`src/rtl/kcounter_loop_filter_pkg.sv`:
```
// Shared constants, encodings and helpers for the K-counter loop filter.
// Imported by the interface, the counter sub-module and the top level.
package kcounter_loop_filter_pkg;

    localparam int K_SEL_W   = 5;
    localparam int K_SEL_MIN = 2;

    localparam logic DN_UP_UP   = 1'b0;
    localparam logic DN_UP_DOWN = 1'b1;

    typedef enum logic {
        INIT = 1'b0,
        RUN  = 1'b1
    } state_t;

    // Largest usable exponent: a counter cannot exceed its own width, nor can
    // the exponent exceed what fits in k_sel.
    function automatic int k_sel_max(input int cnt_w);
        return (cnt_w > 31) ? 31 : cnt_w;
    endfunction

    function automatic logic [K_SEL_W-1:0] clamp_k(input logic [K_SEL_W-1:0] k,
                                                    input int kmax);
        int k_int;
        k_int = int'(k);
        if (k_int < K_SEL_MIN) return K_SEL_W'(K_SEL_MIN);
        if (k_int > kmax)      return K_SEL_W'(kmax);
        return k;
    endfunction

endpackage

```
`src/rtl/kcounter_loop_filter_if.sv`:
```
// Control/status bundle between the phase detector side and the loop filter.
// master drives the count qualifiers, slave returns pulses and the exponent.
interface kcounter_loop_filter_if;
    import kcounter_loop_filter_pkg::*;

    logic               enable;
    logic               dn_up;
    logic [K_SEL_W-1:0] k_sel;
    logic               carry;
    logic               borrow;
    logic [K_SEL_W-1:0] k_eff;

    modport master (
        output enable, dn_up, k_sel,
        input  carry, borrow, k_eff
    );

    modport slave (
        input  enable, dn_up, k_sel,
        output carry, borrow, k_eff
    );
endinterface

```
`src/rtl/kcounter_loop_filter_kmod_counter.sv`:
```
// Modulo-2^k_exp counter; wrap flags (combinationally) the increment that
// takes the count from K-1 back to 0.
module kmod_counter
    import kcounter_loop_filter_pkg::*;
#(
    parameter int CNT_W = 16
) (
    input  logic               clk,
    input  logic               reset,
    input  logic               clr,
    input  logic               inc,
    input  logic [K_SEL_W-1:0] k_exp,
    output logic               wrap
);

    logic [CNT_W-1:0] r_cnt;
    logic [CNT_W-1:0] w_top;
    logic             w_at_top;

    // k_exp == CNT_W shifts the one out entirely, so the subtraction yields all ones.
    assign w_top    = (CNT_W'(1) << k_exp) - CNT_W'(1);
    assign w_at_top = (r_cnt == w_top);
    assign wrap     = inc && w_at_top;

    always_ff @(posedge clk) begin
        if (reset || clr) begin
            r_cnt <= '0;
        end else if (inc) begin
            r_cnt <= w_at_top ? '0 : r_cnt + CNT_W'(1);
        end
    end

endmodule

```
`src/rtl/kcounter_loop_filter.sv`:
```
// K-counter loop filter: up/down modulo-K counters driven by a phase-detector
// error, emitting registered carry/borrow pulses on wrap.
module kcounter_loop_filter
    import kcounter_loop_filter_pkg::*;
#(
    parameter int CNT_W     = 16,
    parameter int K_SEL_RST = 4
) (
    input  logic                   clk,
    input  logic                   reset,
    kcounter_loop_filter_if.slave  bus
);

    localparam int                 K_SEL_MAX = k_sel_max(CNT_W);
    localparam logic [K_SEL_W-1:0] K_EFF_RST = clamp_k(K_SEL_W'(K_SEL_RST), K_SEL_MAX);

    state_t             r_state;
    state_t             w_state_next;
    logic [K_SEL_W-1:0] r_k_eff;
    logic               r_carry;
    logic               r_borrow;

    logic [K_SEL_W-1:0] w_k_clamped;
    logic               w_k_change;
    logic               w_clr;
    logic               w_k_load;
    logic               w_count;
    logic               w_inc_up;
    logic               w_inc_dn;
    logic               w_wrap_up;
    logic               w_wrap_dn;

    assign w_k_clamped = clamp_k(bus.k_sel, K_SEL_MAX);
    assign w_k_change  = (w_k_clamped != r_k_eff);

    always_comb begin
        w_state_next = r_state;
        w_clr        = 1'b0;
        w_k_load     = 1'b0;
        w_count      = 1'b0;
        case (r_state)
            INIT: begin
                // Picking up k_sel here lets counting start on the first RUN cycle.
                w_clr        = 1'b1;
                w_k_load     = 1'b1;
                w_state_next = RUN;
            end
            RUN: begin
                if (w_k_change) begin
                    w_clr    = 1'b1;
                    w_k_load = 1'b1;
                end else begin
                    w_count  = bus.enable;
                end
            end
            default: w_state_next = INIT;
        endcase
    end

    assign w_inc_up = w_count && (bus.dn_up == DN_UP_UP);
    assign w_inc_dn = w_count && (bus.dn_up == DN_UP_DOWN);

    kmod_counter #(.CNT_W(CNT_W)) u_up (
        .clk   (clk),
        .reset (reset),
        .clr   (w_clr),
        .inc   (w_inc_up),
        .k_exp (r_k_eff),
        .wrap  (w_wrap_up)
    );

    kmod_counter #(.CNT_W(CNT_W)) u_dn (
        .clk   (clk),
        .reset (reset),
        .clr   (w_clr),
        .inc   (w_inc_dn),
        .k_exp (r_k_eff),
        .wrap  (w_wrap_dn)
    );

    // Only one counter increments per cycle, so the pulses are mutually exclusive.
    always_ff @(posedge clk) begin
        if (reset) begin
            r_state  <= INIT;
            r_k_eff  <= K_EFF_RST;
            r_carry  <= 1'b0;
            r_borrow <= 1'b0;
        end else begin
            r_state  <= w_state_next;
            if (w_k_load) r_k_eff <= w_k_clamped;
            r_carry  <= w_wrap_up;
            r_borrow <= w_wrap_dn;
        end
    end

    assign bus.carry  = r_carry;
    assign bus.borrow = r_borrow;
    assign bus.k_eff  = r_k_eff;

endmodule

```
`src/flat_wrapper.sv`:
```
// flat-port wrapper written by rule: the top's interface ports become plain ports
module kcounter_loop_filter_flat import kcounter_loop_filter_pkg::*;
#(
    parameter int CNT_W     = 16,
    parameter int K_SEL_RST = 4
)
  (clk, reset, bus_enable, bus_dn_up, bus_k_sel, bus_carry, bus_borrow, bus_k_eff);
  kcounter_loop_filter_if bus_i ();
  input  logic clk;
  input  logic reset;
  input wire logic [$bits(bus_i.enable)-1:0] bus_enable;
  input wire logic [$bits(bus_i.dn_up)-1:0] bus_dn_up;
  input wire logic [$bits(bus_i.k_sel)-1:0] bus_k_sel;
  output wire logic [$bits(bus_i.carry)-1:0] bus_carry;
  output wire logic [$bits(bus_i.borrow)-1:0] bus_borrow;
  output wire logic [$bits(bus_i.k_eff)-1:0] bus_k_eff;
  assign bus_i.enable = bus_enable;
  assign bus_i.dn_up = bus_dn_up;
  assign bus_i.k_sel = bus_k_sel;
  assign bus_carry = bus_i.carry;
  assign bus_borrow = bus_i.borrow;
  assign bus_k_eff = bus_i.k_eff;
  kcounter_loop_filter #(.CNT_W(CNT_W), .K_SEL_RST(K_SEL_RST)) u_core (.clk(clk), .reset(reset), .bus(bus_i));
endmodule
```
`config.mk`:
```
export PLATFORM = sky130hd
export DESIGN_NAME = kcounter_loop_filter_flat
export DESIGN_NICKNAME = d
export VERILOG_FILES = /design/src/rtl/kcounter_loop_filter_pkg.sv /design/src/rtl/kcounter_loop_filter_if.sv /design/src/rtl/kcounter_loop_filter_kmod_counter.sv /design/src/rtl/kcounter_loop_filter.sv /design/src/flat_wrapper.sv
export SDC_FILE = /design/constraint.sdc
export NUM_CORES = 1
export LEC_CHECK = 0
export CORE_MARGIN = 4
export CORE_UTILIZATION = 41
export CTS_CLUSTER_SIZE = 16
export DETAILED_ROUTE_END_ITERATION = 12
export PLACE_DENSITY_LB_ADDON = 0.25
export SLEW_MARGIN = 20
export SYNTH_ARGS = -nofsm -noshare
export SYNTH_HDL_FRONTEND = slang
export SYNTH_HIERARCHICAL = 1
export SYNTH_SLANG_ARGS = --single-unit
```
`constraint.sdc`:
```
create_clock -name clk -period 3.45 [get_ports clk]
set_clock_uncertainty 0.1 [all_clocks]
set_input_delay 0.5175 -clock clk [delete_from_list [all_inputs] [get_ports clk]]
set_output_delay 0.5175 -clock clk [all_outputs]
set_load 0.02 [all_outputs]
```
==> metrics.md, run 1 <==
| Metric | Value |
|---|---|
| CTS tree | yes |
| RSZ-0062 raised after global routing | no |
| Drt wl/cell | between 10 and 15 µm |
| Synth Cell Area | 0.003119 mm² |
| Critical Path RT | about 3.6 ns |
| Resized Gates After CTS | 0 |
| Average size of a mapped cell | about 8 µm² |
| Max Slew Vio Count | 0 |
| Status | completed |
| Max-slew headroom | about two thirds |
| CTS Hold Buffers Added | 0 |
| NumNets Final | between 400 and 500 |
| Syn Inst Count | between 300 and 400 |
| Crit path launch type | flip-flop |
| ANT nets after route | 0 |
| Worst Hold Depth | 2 |
| Vias in the first global route | roughly 2,600 |
| Die H | 95.23 µm |
| DRC viols | 0 |
| Pleak | 0.001262 µW |
| Layout cell share with drive strength beyond 1 | between 10% and 20% |
| FF+latch count, synth | 40 |
| Ant. Diodes | 0 |
| R2R depth | 11 |
| Vias | approximately 2,900 |
| Placed cells | 497 |
| Setup_tns | 0 ns |
| Final period util | 92.74% |
| Fmax | about 310 MHz |
| H-tree lvl count | 2 |
| Clk slew on worst S/H paths | 0.08 ns |
| DIE AREA | between 0.009 and 0.01 mm² |
| Worst-path fanout max | 9 |
| Area Growth Syn to Fin | 13.00% |
| Pre-antenna DRT Iters | 4 |
| Prevailing post-synth register cell | dfxtp_1 |
| I/O pins | 16 |
| Worst min path class | flip-flop to flip-flop |
| Clock root cell | clkbuf_8 |
| Minimum clock period | approximately 3.2 ns |
| Syn Nets | around 400 |
| CTS sink cnt | 40 |
| Max clock buf depth | 2 |
| Max cap viols | 0 |
| Number of synthesized flops with an enable pin | 0 |
| GRT Util Overall | 17.29% |
| Vias per inst | approximately 5.7 |
| CTS Buf Count | 5 |
| Worst Path Class, Setup | flip-flop to flip-flop |
| Post-CTS setup buffers | 0 |
| CP Data Arrival Time | 3.30 ns |
| Largest net degree at the start of global routing | 22 |
| Post-synth ARST share | 0% |
| Slew of the pin with the lowest slew margin | roughly 0.51 ns |
| Worst-skew pair later-pin latency | between 0.3 and 0.4 ns |
| Die span in x | 95.23 µm |
| Core ar. | between 0.007 and 0.008 mm² |
| Synth warnings | 6 |
| Starting DRT DRC Count | around 160 |
| Dpl cell area | 0.003396 mm² |
| GRT overflow | 0 |
| Initial antenna violation count | 0 |
| Final setup vio count | 0 |
| Hold Fails Final Rpt | 0 |
| Number of port buffers | 15 |
| Power per standard cell area | approximately 310 mW/mm² |
| Final cell count without fillers | ~500 |
| Cell Rows | 31 |
| Peak supply drop | ~0.13 mV |
| First-pass GRT wire length | ~13,000 µm |
| Design area | 0.003525 mm² |
| Register area share after synthesis | about a quarter |
| Starting Density | 42.55% |
| DP HPWL | roughly 5400 µm |
| Synth cell types | 62 |
| RD Place Congestion | 0.8886 |
| Final WL | roughly 7400 µm |
| Crit path capture type | flip-flop |
through the flow:
stage	total power (µW)	setup WS (ns)	util, %	hold WS, ns
detailed placement	677.0	0.1351	46.32	0.4302
CTS	1118	0.2072	48.05	0.4547
floorplan	628.4	0.2808	-	0.4002
global placement	675.4	0.1694	46.32	0.4313
finish	1106	0.2506	48.08	0.4505
global route	1161	0.02857	48.08	0.5047
worst max-delay path, stage by stage, from the launching register on:
cell and delay [ns]:
dfxtp_1 0.42, nor3_1 0.37, nand2_1 0.15, ha_1 0.28, or4_4 0.43, o21ai_0 0.22
a22oi_1 0.14, xnor2_2 0.18, nor4_4 0.35, buf_4 0.20, a21oi_1 0.04, a31o_2 0.20
final cells by class:
cell class	instances	area, µm²
fill	700	3806
multi-input combinational	311	2106
sequential	40	800.8
timing repair buffer	41	345.3
tap	99	123.9
clock buffer	7	96.34
clock inverter	1	30.03
inverter	6	22.52
registers in the layout, indices dropped and copies added (netlist names):
register           cells
u_core/u_up/r_cnt     16
u_core/r_state         1
u_core/u_dn/r_cnt     16
u_core/bus.borrow      1
u_core/bus.k_eff       5
u_core/bus.carry       1
routing by layer:
layer | GRT usage [%] | share of wire [%] | vias to the layer above
met2 | 25.31 | 41 | 70
met3 | 2.999 | 4.7 | 10
met4 | 6.611 | 1.5 | 0
li1 | - | - | 1449
met5 | 0 | 0 | -
met1 | 25.02 | 53 | 1348
cell usage after synthesis (all sizes together), types with 5 or more instances:
cell	n	area, µm²
a21o	5	38.79
a21oi	8	47.55
a31o	8	70.07
buf	19	140.1
clkbuf	14	52.55
dfxtp	40	800.8
inv	6	22.52
nand2	28	105.1
nand3	25	130.1
nand4	12	75.07
nor2	47	176.4
nor2b	8	50.05
nor3	14	70.07
nor4	8	80.08
o21a	8	62.56
o21ai	19	95.09
or4	5	45.04
xnor2	18	172.7
xor2	15	131.4
where the power goes:
part	internal [µW]	switching [µW]	total, µW
clock network	256	182	438
registers	465	8.13	473
logic	87.9	108	196
cells by family (layout without fill, tap and decap cells):
kind of cell | Yosys count | count (layout) | synth area share (%)
muxes | 1 | 1 | 0.3209
and+or+nand+nor | 183 | 183 | 33.17
AOI/OAI and AO/OA | 88 | 88 | 21.14
DFF | 40 | 40 | 25.67
buffers and inverters | 39 | 55 | 6.899
xor gates and xnor gates | 35 | 35 | 11.19
adders and majority gates | 4 | 4 | 1.605
path summary, 6_finish.rpt:
path                                      start                                 end  slack [ns]
max            u_core/bus.k_eff[1]$_SDFFE_PP0P_   u_core/u_up/r_cnt[4]$_SDFFE_PP0P_        0.25
min          u_core/u_dn/r_cnt[15]$_SDFFE_PP0P_  u_core/u_dn/r_cnt[15]$_SDFFE_PP0P_        0.45
max reg2reg    u_core/bus.k_eff[1]$_SDFFE_PP0P_   u_core/u_up/r_cnt[4]$_SDFFE_PP0P_        0.25
min reg2reg  u_core/u_dn/r_cnt[15]$_SDFFE_PP0P_  u_core/u_dn/r_cnt[15]$_SDFFE_PP0P_        0.45
cells in the final DEF (no fill, tap or decap), types with 7 or more instances in the layout:
cell type,instances
buf_4,26
nand4_1,12
xnor2_1,16
nand3_1,24
nor2b_1,8
clkbuf_8,7
xor2_1,15
nand2_1,28
nor3_1,14
clkdlybuf4s50_1,15
a31o_2,8
o21ai_0,18
nor2_1,47
dfxtp_1,40
Power figures use the tool's default switching activity.
==> inputs of run 2 (changes only) <==
--- a/config.mk
+++ b/config.mk
@@ -9,7 +9,6 @@
 export CORE_UTILIZATION = 41
 export CTS_CLUSTER_SIZE = 16
 export DETAILED_ROUTE_END_ITERATION = 12
-export PLACE_DENSITY_LB_ADDON = 0.25
 export SLEW_MARGIN = 20
 export SYNTH_ARGS = -nofsm -noshare
 export SYNTH_HDL_FRONTEND = slang
==> run 2 against run 1 <==
Compared with the run above:
- clock power decreased by 13%
- non-clock buffer count did not move
- highest routed layer unchanged
- combinational power is essentially flat
- register-to-register slack is essentially flat
- largest cell class unchanged
- critical path depth shrank 1
==> metrics.md, run 2 (same netlist as run 1, synthesis figures left out) <==
| Metric | Value |
|---|---|
| GR Layer Usage met3 | 2.841% (-0.16 points) |
| Pre-antenna DRT Iters | 4 (unchanged) |
| Setup_tns | 0 ns (unchanged) |
| Most frequent cells in the layout | nor2_1, dfxtp_1, nand2_1 |
| Fmax | 311.2 MHz (-0.44%) |
| CTS Hold Buffers Added | 0 (unchanged) |
| First-pass GRT wire length | 13,210 µm (+5.6%) |
| Final WL | 7850 µm (+6.2%) |
| Clock root cell | clkbuf_8 |
| Clk slew on worst S/H paths | 0.09 ns (about the same) |
| I/O pins | 16 (unchanged) |
| CP endpoint | u_core/u_up/r_cnt[15]$_SDFFE_PP0P_ |
| Vias | 2,921 (+1.5%) |
| Worst Path Class, Setup | flip-flop to flip-flop |
| Max-slew headroom | 65.46% (-0.42 points) |
| Multi-input combinational cell area | 0.002105 mm² (about the same) |
| Status | completed |
| Stages on worst setup path | 10 (-1) |
| Number of port buffers | 15 (unchanged) |
| Slew of the pin with the lowest slew margin | 0.5164 ns (+0.005415 ns) |
| Largest net degree at the start of global routing | 17 (-23%) |
| H-tree lvl count | 2 (unchanged) |
| Crit path launch type | flip-flop |
| Max stage delay on crit path | 0.44 ns (about the same) |
| DP HPWL | 5667 µm (+5.3%) |
| Dpl cell area | 0.003396 mm² (unchanged) |
| Layer with the highest usage | met2 |
| Die H | 95.23 µm (unchanged) |
| Dpl ws | 0.09671 ns (-0.03844 ns) |
| Largest delay share family, worst path | simple AND/OR/NAND/NOR gates |
| ANT nets after route | 0 (unchanged) |
| RR Endpoint | u_core/u_up/r_cnt[15]$_SDFFE_PP0P_ |
| Final cell count without fillers | 505 (unchanged) |
| Pleak | 0.001253 µW (-0.76%) |
| Starting Density | 42.55% (unchanged) |
| Critical Path RT | 3.52 ns (-0.03 ns) |
| Hold Fails Final Rpt | 0 (unchanged) |
| NumNets Final | 418 (unchanged) |
| FILL cells | 719 (+2.7%) |
| Initial antenna violation count | 0 (unchanged) |
| Crit path capture type | flip-flop |
| FF/Latch Area | 802.0 µm² (+0.16%) |
| Power per standard cell area | 300.8 mW/mm² (-4.2%) |
| Max cap viols | 0 (unchanged) |
| Crit path launch | u_core/bus.k_eff[1]$_SDFFE_PP0P_ |
| DIE AREA | 0.009068 mm² (unchanged) |
| RD Place Congestion | 0.8584 (-3.4%) |
| DRC viols | 0 (unchanged) |
| Reg-to-reg slack, setup | 0.24 ns (about the same) |
| Worst Hold Depth | 2 (unchanged) |
| RSZ-0062 raised after global routing | no |
| Commonest non-fill, non-tap cell in the layout | nor2_1 |
| Tot Pwr | 1054 µW (-4.7%) |
| R2R depth | 10 (-1) |
| Layout cell share with drive strength beyond 1 | 15.76% (-0.25 points) |
| Setup WS post-layout | 0.2366 ns (-0.01401 ns) |
| CP Data Arrival Time | 3.28 ns (-0.02 ns) |
| Met1 usage | 24.01% (-1.0 points) |
| Worst min path class | flip-flop to flip-flop |
| Placed cells | 497 (unchanged) |
| Design area | 0.003506 mm² (-0.53%) |
| Vias in the first global route | 2,793 (+6.9%) |
| Met2 usage | 30.79% (+5.5 points) |
| Core ar. | 0.007331 mm² (unchanged) |
| Cell Rows | 31 (unchanged) |
| CTS tree | yes |
| GRT overflow | 0 (unchanged) |
| Starting DRT DRC Count | 151 (-7.4%) |
| Worst-skew pair later-pin latency | 0.30 ns (about the same) |
| Buf/Inv on CP | 0 (-1) |
| CTS Buf Count | 5 (unchanged) |
| Worst-path fanout max | 11 (+2) |
| Max Slew Vio Count | 0 (unchanged) |
| Area Growth Syn to Fin | 12.39% |
| Final period util | 93.14% (+0.41 points) |
| Slowest cell on the critical path | dfxtp_1 |
| Minimum clock period | 3.213 ns (+0.01401 ns) |
| R2R Path Start | u_core/bus.k_eff[1]$_SDFFE_PP0P_ |
| Peak supply drop | 0.2279 mV (+70%) |
| CP Cell Sequence | nor3_1, nand2_1, ha_1, or4_4, o21ai_0, a22oi_1, xnor2_2, nor4_4, a211o_1, nor2_1 |
| Max clock buf depth | 2 (unchanged) |
| Final setup vio count | 0 (unchanged) |
| GRT Util Overall | 18.39% (+1.1 points) |
| Vias per inst | 5.784 (+1.5%) |
| Ant. Diodes | 0 (unchanged) |
| Die span in x | 95.23 µm (unchanged) |
| CTS sink cnt | 40 (unchanged) |
| Drt wl/cell | 15.54 µm (+6.2%) |
## run 2: changes by cell type in the layout (fill, tap and decap cells not counted)
| cell | before | now |
|---|---|---|
| clkbuf_8 | 7 | 5 |
| a211o_1 | 2 | 3 |
| a211o_2 | 2 | 1 |
| clkbuf_1 | 0 | 1 |
| clkinv_2 | 0 | 1 |
| dfxtp_1 | 40 | 39 |
| dfxtp_2 | 0 | 1 |
## run 2: repair_timing
action,4_1_cts,5_1_grt
buffers inserted,0,0
setup endpoints to repair,0,21
endpoints found under the hold margin,0,0
resized for setup,0,2
## run 2: per-layer routing
metal	part of all wire, %	wire (µm)
met5	0	0
met4	1.7	131
met3	5.1	398
met2	47	3713
met1	46	3608
## run 2: worst register-to-register path, delay by kind of cell (launching register included)
| kind | cells | cell delay [ns] |
|---|---|---|
| AND/OR/NAND/NOR | 5 | 1.32 |
| adder cells (fa/ha/maj) | 1 | 0.31 |
| flip-flops | 1 | 0.44 |
| AO/OA/AOI/OAI | 3 | 0.74 |
| XOR/XNOR | 1 | 0.18 |
## run 2: through the flow
stage	util [%]	hold slack, ns
floorplan	-	0.4002
global placement	46.32	0.4257
detailed placement	46.32	0.4411
CTS	47.79	0.4596
global route	47.82	0.4842
finish	47.82	0.4526
## run 2: area by class of cell
| type | count | share of cell area (%) |
|---|---|---|
| inverters | 6 | 0.6424 |
| clock buffers | 6 | 2.070 |
| repair buffers | 41 | 9.850 |
| flip-flops and latches | 40 | 22.88 |
| well taps | 99 | 3.533 |
| multi-input cells | 311 | 60.03 |
| clock inverters | 2 | 0.9993 |
## run 2: power by group
group	switching [µW]	internal [µW]	total (µW)
Combinational	108	89.4	198
Sequential	11.3	465	476
Clock	166	215	380
Total	285	769	1050
## run 2: worst min-delay path by stage
stage	from	to	slack, ns
4_1_cts	u_core/u_dn/r_cnt[15]$_SDFFE_PP0P_	u_core/u_dn/r_cnt[15]$_SDFFE_PP0P_	0.46
2_1_floorplan	u_core/u_dn/r_cnt[15]$_SDFFE_PP0P_	u_core/u_dn/r_cnt[15]$_SDFFE_PP0P_	0.40
5_1_grt	u_core/u_dn/r_cnt[15]$_SDFFE_PP0P_	u_core/u_dn/r_cnt[15]$_SDFFE_PP0P_	0.48
3_3_place_gp	u_core/u_dn/r_cnt[15]$_SDFFE_PP0P_	u_core/u_dn/r_cnt[15]$_SDFFE_PP0P_	0.43
6_report	u_core/u_dn/r_cnt[15]$_SDFFE_PP0P_	u_core/u_dn/r_cnt[15]$_SDFFE_PP0P_	0.45
3_5_place_dp	u_core/u_dn/r_cnt[15]$_SDFFE_PP0P_	u_core/u_dn/r_cnt[15]$_SDFFE_PP0P_	0.44
==> inputs of run 3 (changes only) <==
==> constraint.sdc (replaced) <==
create_clock -name clk -period 4 [get_ports clk]
set_clock_uncertainty 0.1 [all_clocks]
set_input_delay 0.6 -clock clk [delete_from_list [all_inputs] [get_ports clk]]
set_output_delay 0.6 -clock clk [all_outputs]
set_load 0.02 [all_outputs]
==> run 3 against run 2 <==
Compared with the run above:
- via count shrank 3.1%
- first-iteration DRC count shrank 44%
- sequential share of layout area is 0.52 points higher
- flip-flop and latch count unchanged
- highest routed layer unchanged
- clock-buffer cell count decreased by 1
- worst setup slack gained 0.22 ns
==> metrics.md, run 3 (same netlist as run 1, synthesis figures left out) <==
| Metric | Value |
|---|---|
| Status | completed |
| HP Start | u_core/u_up/r_cnt[14]$_SDFFE_PP0P_ |
| Cell Rows | 31 (unchanged) |
| Max stage delay on crit path | 0.78 ns (+0.34 ns) |
| Core ar. | 0.007331 mm² (unchanged) |
| Peak supply drop | 0.09317 mV (-59%) |
| Power per standard cell area | 247.6 mW/mm² (-18%) |
| Starting DRT DRC Count | 85 (-44%) |
| Worst-path fanout max | 16 (+5) |
| R2R depth | 11 (+1) |
| Die span in x | 95.23 µm (unchanged) |
| Pre-antenna DRT Iters | 4 (unchanged) |
| Largest net degree at the start of global routing | 22 (+5) |
| Final WL | 7579 µm (-3.5%) |
| Drt wl/cell | 15.25 µm (-1.9%) |
| Final period util | 88.47% (-4.7 points) |
| CTS sink cnt | 40 (unchanged) |
| Max cap viols | 0 (unchanged) |
| Starting Density | 42.55% (unchanged) |
| FILL cells | 732 (+1.8%) |
| CP Data Arrival Time | 3.61 ns (+0.33 ns) |
| RD Place Congestion | 0.9428 (+9.8%) |
| Dpl cell area | 0.003336 mm² (-1.8%) |
| Layout cell share with drive strength beyond 1 | 13.82% (-1.9 points) |
| DIE AREA | 0.009068 mm² (unchanged) |
| Worst Hold End | u_core/u_up/r_cnt[14]$_SDFFE_PP0P_ |
| Final cell count without fillers | 497 (-1.6%) |
| RSZ-0062 raised after global routing | no |
| Slowest cell on the critical path | dfxtp_1 |
| CTS tree | yes |
| Initial antenna violation count | 0 (unchanged) |
| Reg-to-reg slack, setup | 0.46 ns (+0.22 ns) |
| GRT Util Overall | 17.94% (-0.45 points) |
| CTS Buf Count | 5 (unchanged) |
| Clk slew on worst S/H paths | 0.09 ns (about the same) |
| NumNets Final | 410 (-1.9%) |
| ANT nets after route | 0 (unchanged) |
| GRT overflow | 0 (unchanged) |
| Fmax | 282.6 MHz (-9.2%) |
| Pleak | 0.001204 µW (-3.9%) |
| Worst Hold Depth | 2 (unchanged) |
| I/O pins | 16 (unchanged) |
| Hold Fails Final Rpt | 0 (unchanged) |
| Critical Path RT | 4.07 ns (+0.55 ns) |
| Worst min path class | flip-flop to flip-flop |
| Most frequent cells in the layout | nor2_1, dfxtp_1, nand2_1 |
| RR Endpoint | u_core/u_dn/r_cnt[10]$_SDFFE_PP0P_ |
| Die H | 95.23 µm (unchanged) |
| Vias | 2,829 (-3.1%) |
| Minimum clock period | 3.539 ns (+0.3253 ns) |
| DP HPWL | 5459 µm (-3.7%) |
| Placed cells | 489 (-1.6%) |
| Crit path capture type | flip-flop |
| First-pass GRT wire length | 13,030 µm (-1.4%) |
| Max clock buf depth | 2 (unchanged) |
| R2R Path Start | u_core/bus.k_eff[3]$_SDFFE_PP0P_ |
| Final setup vio count | 0 (unchanged) |
| Worst Path Class, Setup | flip-flop to flip-flop |
| Number of port buffers | 15 (unchanged) |
| Clock root cell | clkbuf_8 |
| Worst-skew pair later-pin latency | 0.30 ns (about the same) |
| CTS Hold Buffers Added | 0 (unchanged) |
| Crit path launch type | flip-flop |
| Slew of the pin with the lowest slew margin | 0.8178 ns (+0.3014 ns) |
| Vias per inst | 5.692 (-1.6%) |
| Area Growth Syn to Fin | 9.747% |
| DRC viols | 0 (unchanged) |
| Max-slew headroom | 45.41% (-20 points) |
| Crit path launch | u_core/bus.k_eff[3]$_SDFFE_PP0P_ |
| Resized Gates After CTS | 0 (unchanged) |
| Design area | 0.003423 mm² (-2.4%) |
| Vias in the first global route | 2,738 (-2.0%) |
| Max Slew Vio Count | 0 (unchanged) |
| Commonest non-fill, non-tap cell in the layout | nor2_1 |
| CP Cell Sequence | buf_4, nor2_1, nand3_1, ha_1, xnor2_1, xnor2_1, a211oi_1, o2111ai_2, nor4_4, a211o_1, nor2_1 |
| Setup_tns | 0 ns (unchanged) |
| Hold WS | 0.4669 ns (+0.01423 ns) |
| Post-CTS setup buffers | 0 (unchanged) |
| H-tree lvl count | 2 (unchanged) |
| Ant. Diodes | 0 (unchanged) |
-- run 3: layout make-up --
class / count / area [µm²] / share of cell area (%)
Inverter: 6 / 22.52 / 0.6579
Clock inverter: 3 / 18.77 / 0.5482
Timing Repair Buffer: 33 / 285.3 / 8.333
Clock buffer: 5 / 68.82 / 2.010
Sequential cell: 40 / 800.8 / 23.39
Tap cell: 99 / 123.9 / 3.618
Multi-Input combinational cell: 311 / 2103 / 61.44
-- run 3: worst max-delay path by stage --
stage | endpoint | slack [ns] | cells after the start
4_1_cts | u_core/u_dn/r_cnt[10]$_SDFFE_PP0P_ | 0.51 | 11
5_1_grt | u_core/u_dn/r_cnt[11]$_SDFFE_PP0P_ | 0.15 | 11
3_3_place_gp | u_core/u_dn/r_cnt[3]$_SDFFE_PP0P_ | 0.50 | 10
6_report | u_core/u_dn/r_cnt[10]$_SDFFE_PP0P_ | 0.46 | 11
2_1_floorplan | u_core/u_dn/r_cnt[13]$_SDFFE_PP0P_ | 0.83 | 14
3_5_place_dp | u_core/u_dn/r_cnt[3]$_SDFFE_PP0P_ | 0.45 | 10
-- run 3: layer usage --
metal	vias up	wire length [µm]	GRT usage, %
met5	-	0	0
met4	0	136	6.250
met3	11	296	3.236
met2	57	3577	30.03
met1	1325	3569	23.07
li1	1436	-	-
-- run 3: critical path: cells and delay by family (launching register included) --
family / cells / cell delay (ns)
DFF: 1 / 0.78
AOI/OAI and AO/OA: 3 / 0.92
xor gates and xnor gates: 2 / 0.30
buffers and inverters: 1 / 0.29
adders and majority gates: 1 / 0.45
and+or+nand+nor: 4 / 0.56
-- run 3: stage by stage --
stage,utilization [%],power [µW],setup slack [ns]
after floorplan,-,542.0,0.8308
after global placement,45.50,580.5,0.5008
after detailed placement,45.50,582.0,0.4492
after CTS,46.70,858.4,0.5062
after global routing,46.70,895.2,0.1505
final,46.70,847.4,0.4613
-- run 3: power by group --
group          internal, µW  total [µW]  switching, µW  leakage (µW)
Clock                   122         273            151     0.0000479
Sequential              401         413           12.1      0.000324
Combinational          73.0         162           89.0      0.000833
Total                   595         847            252       0.00120
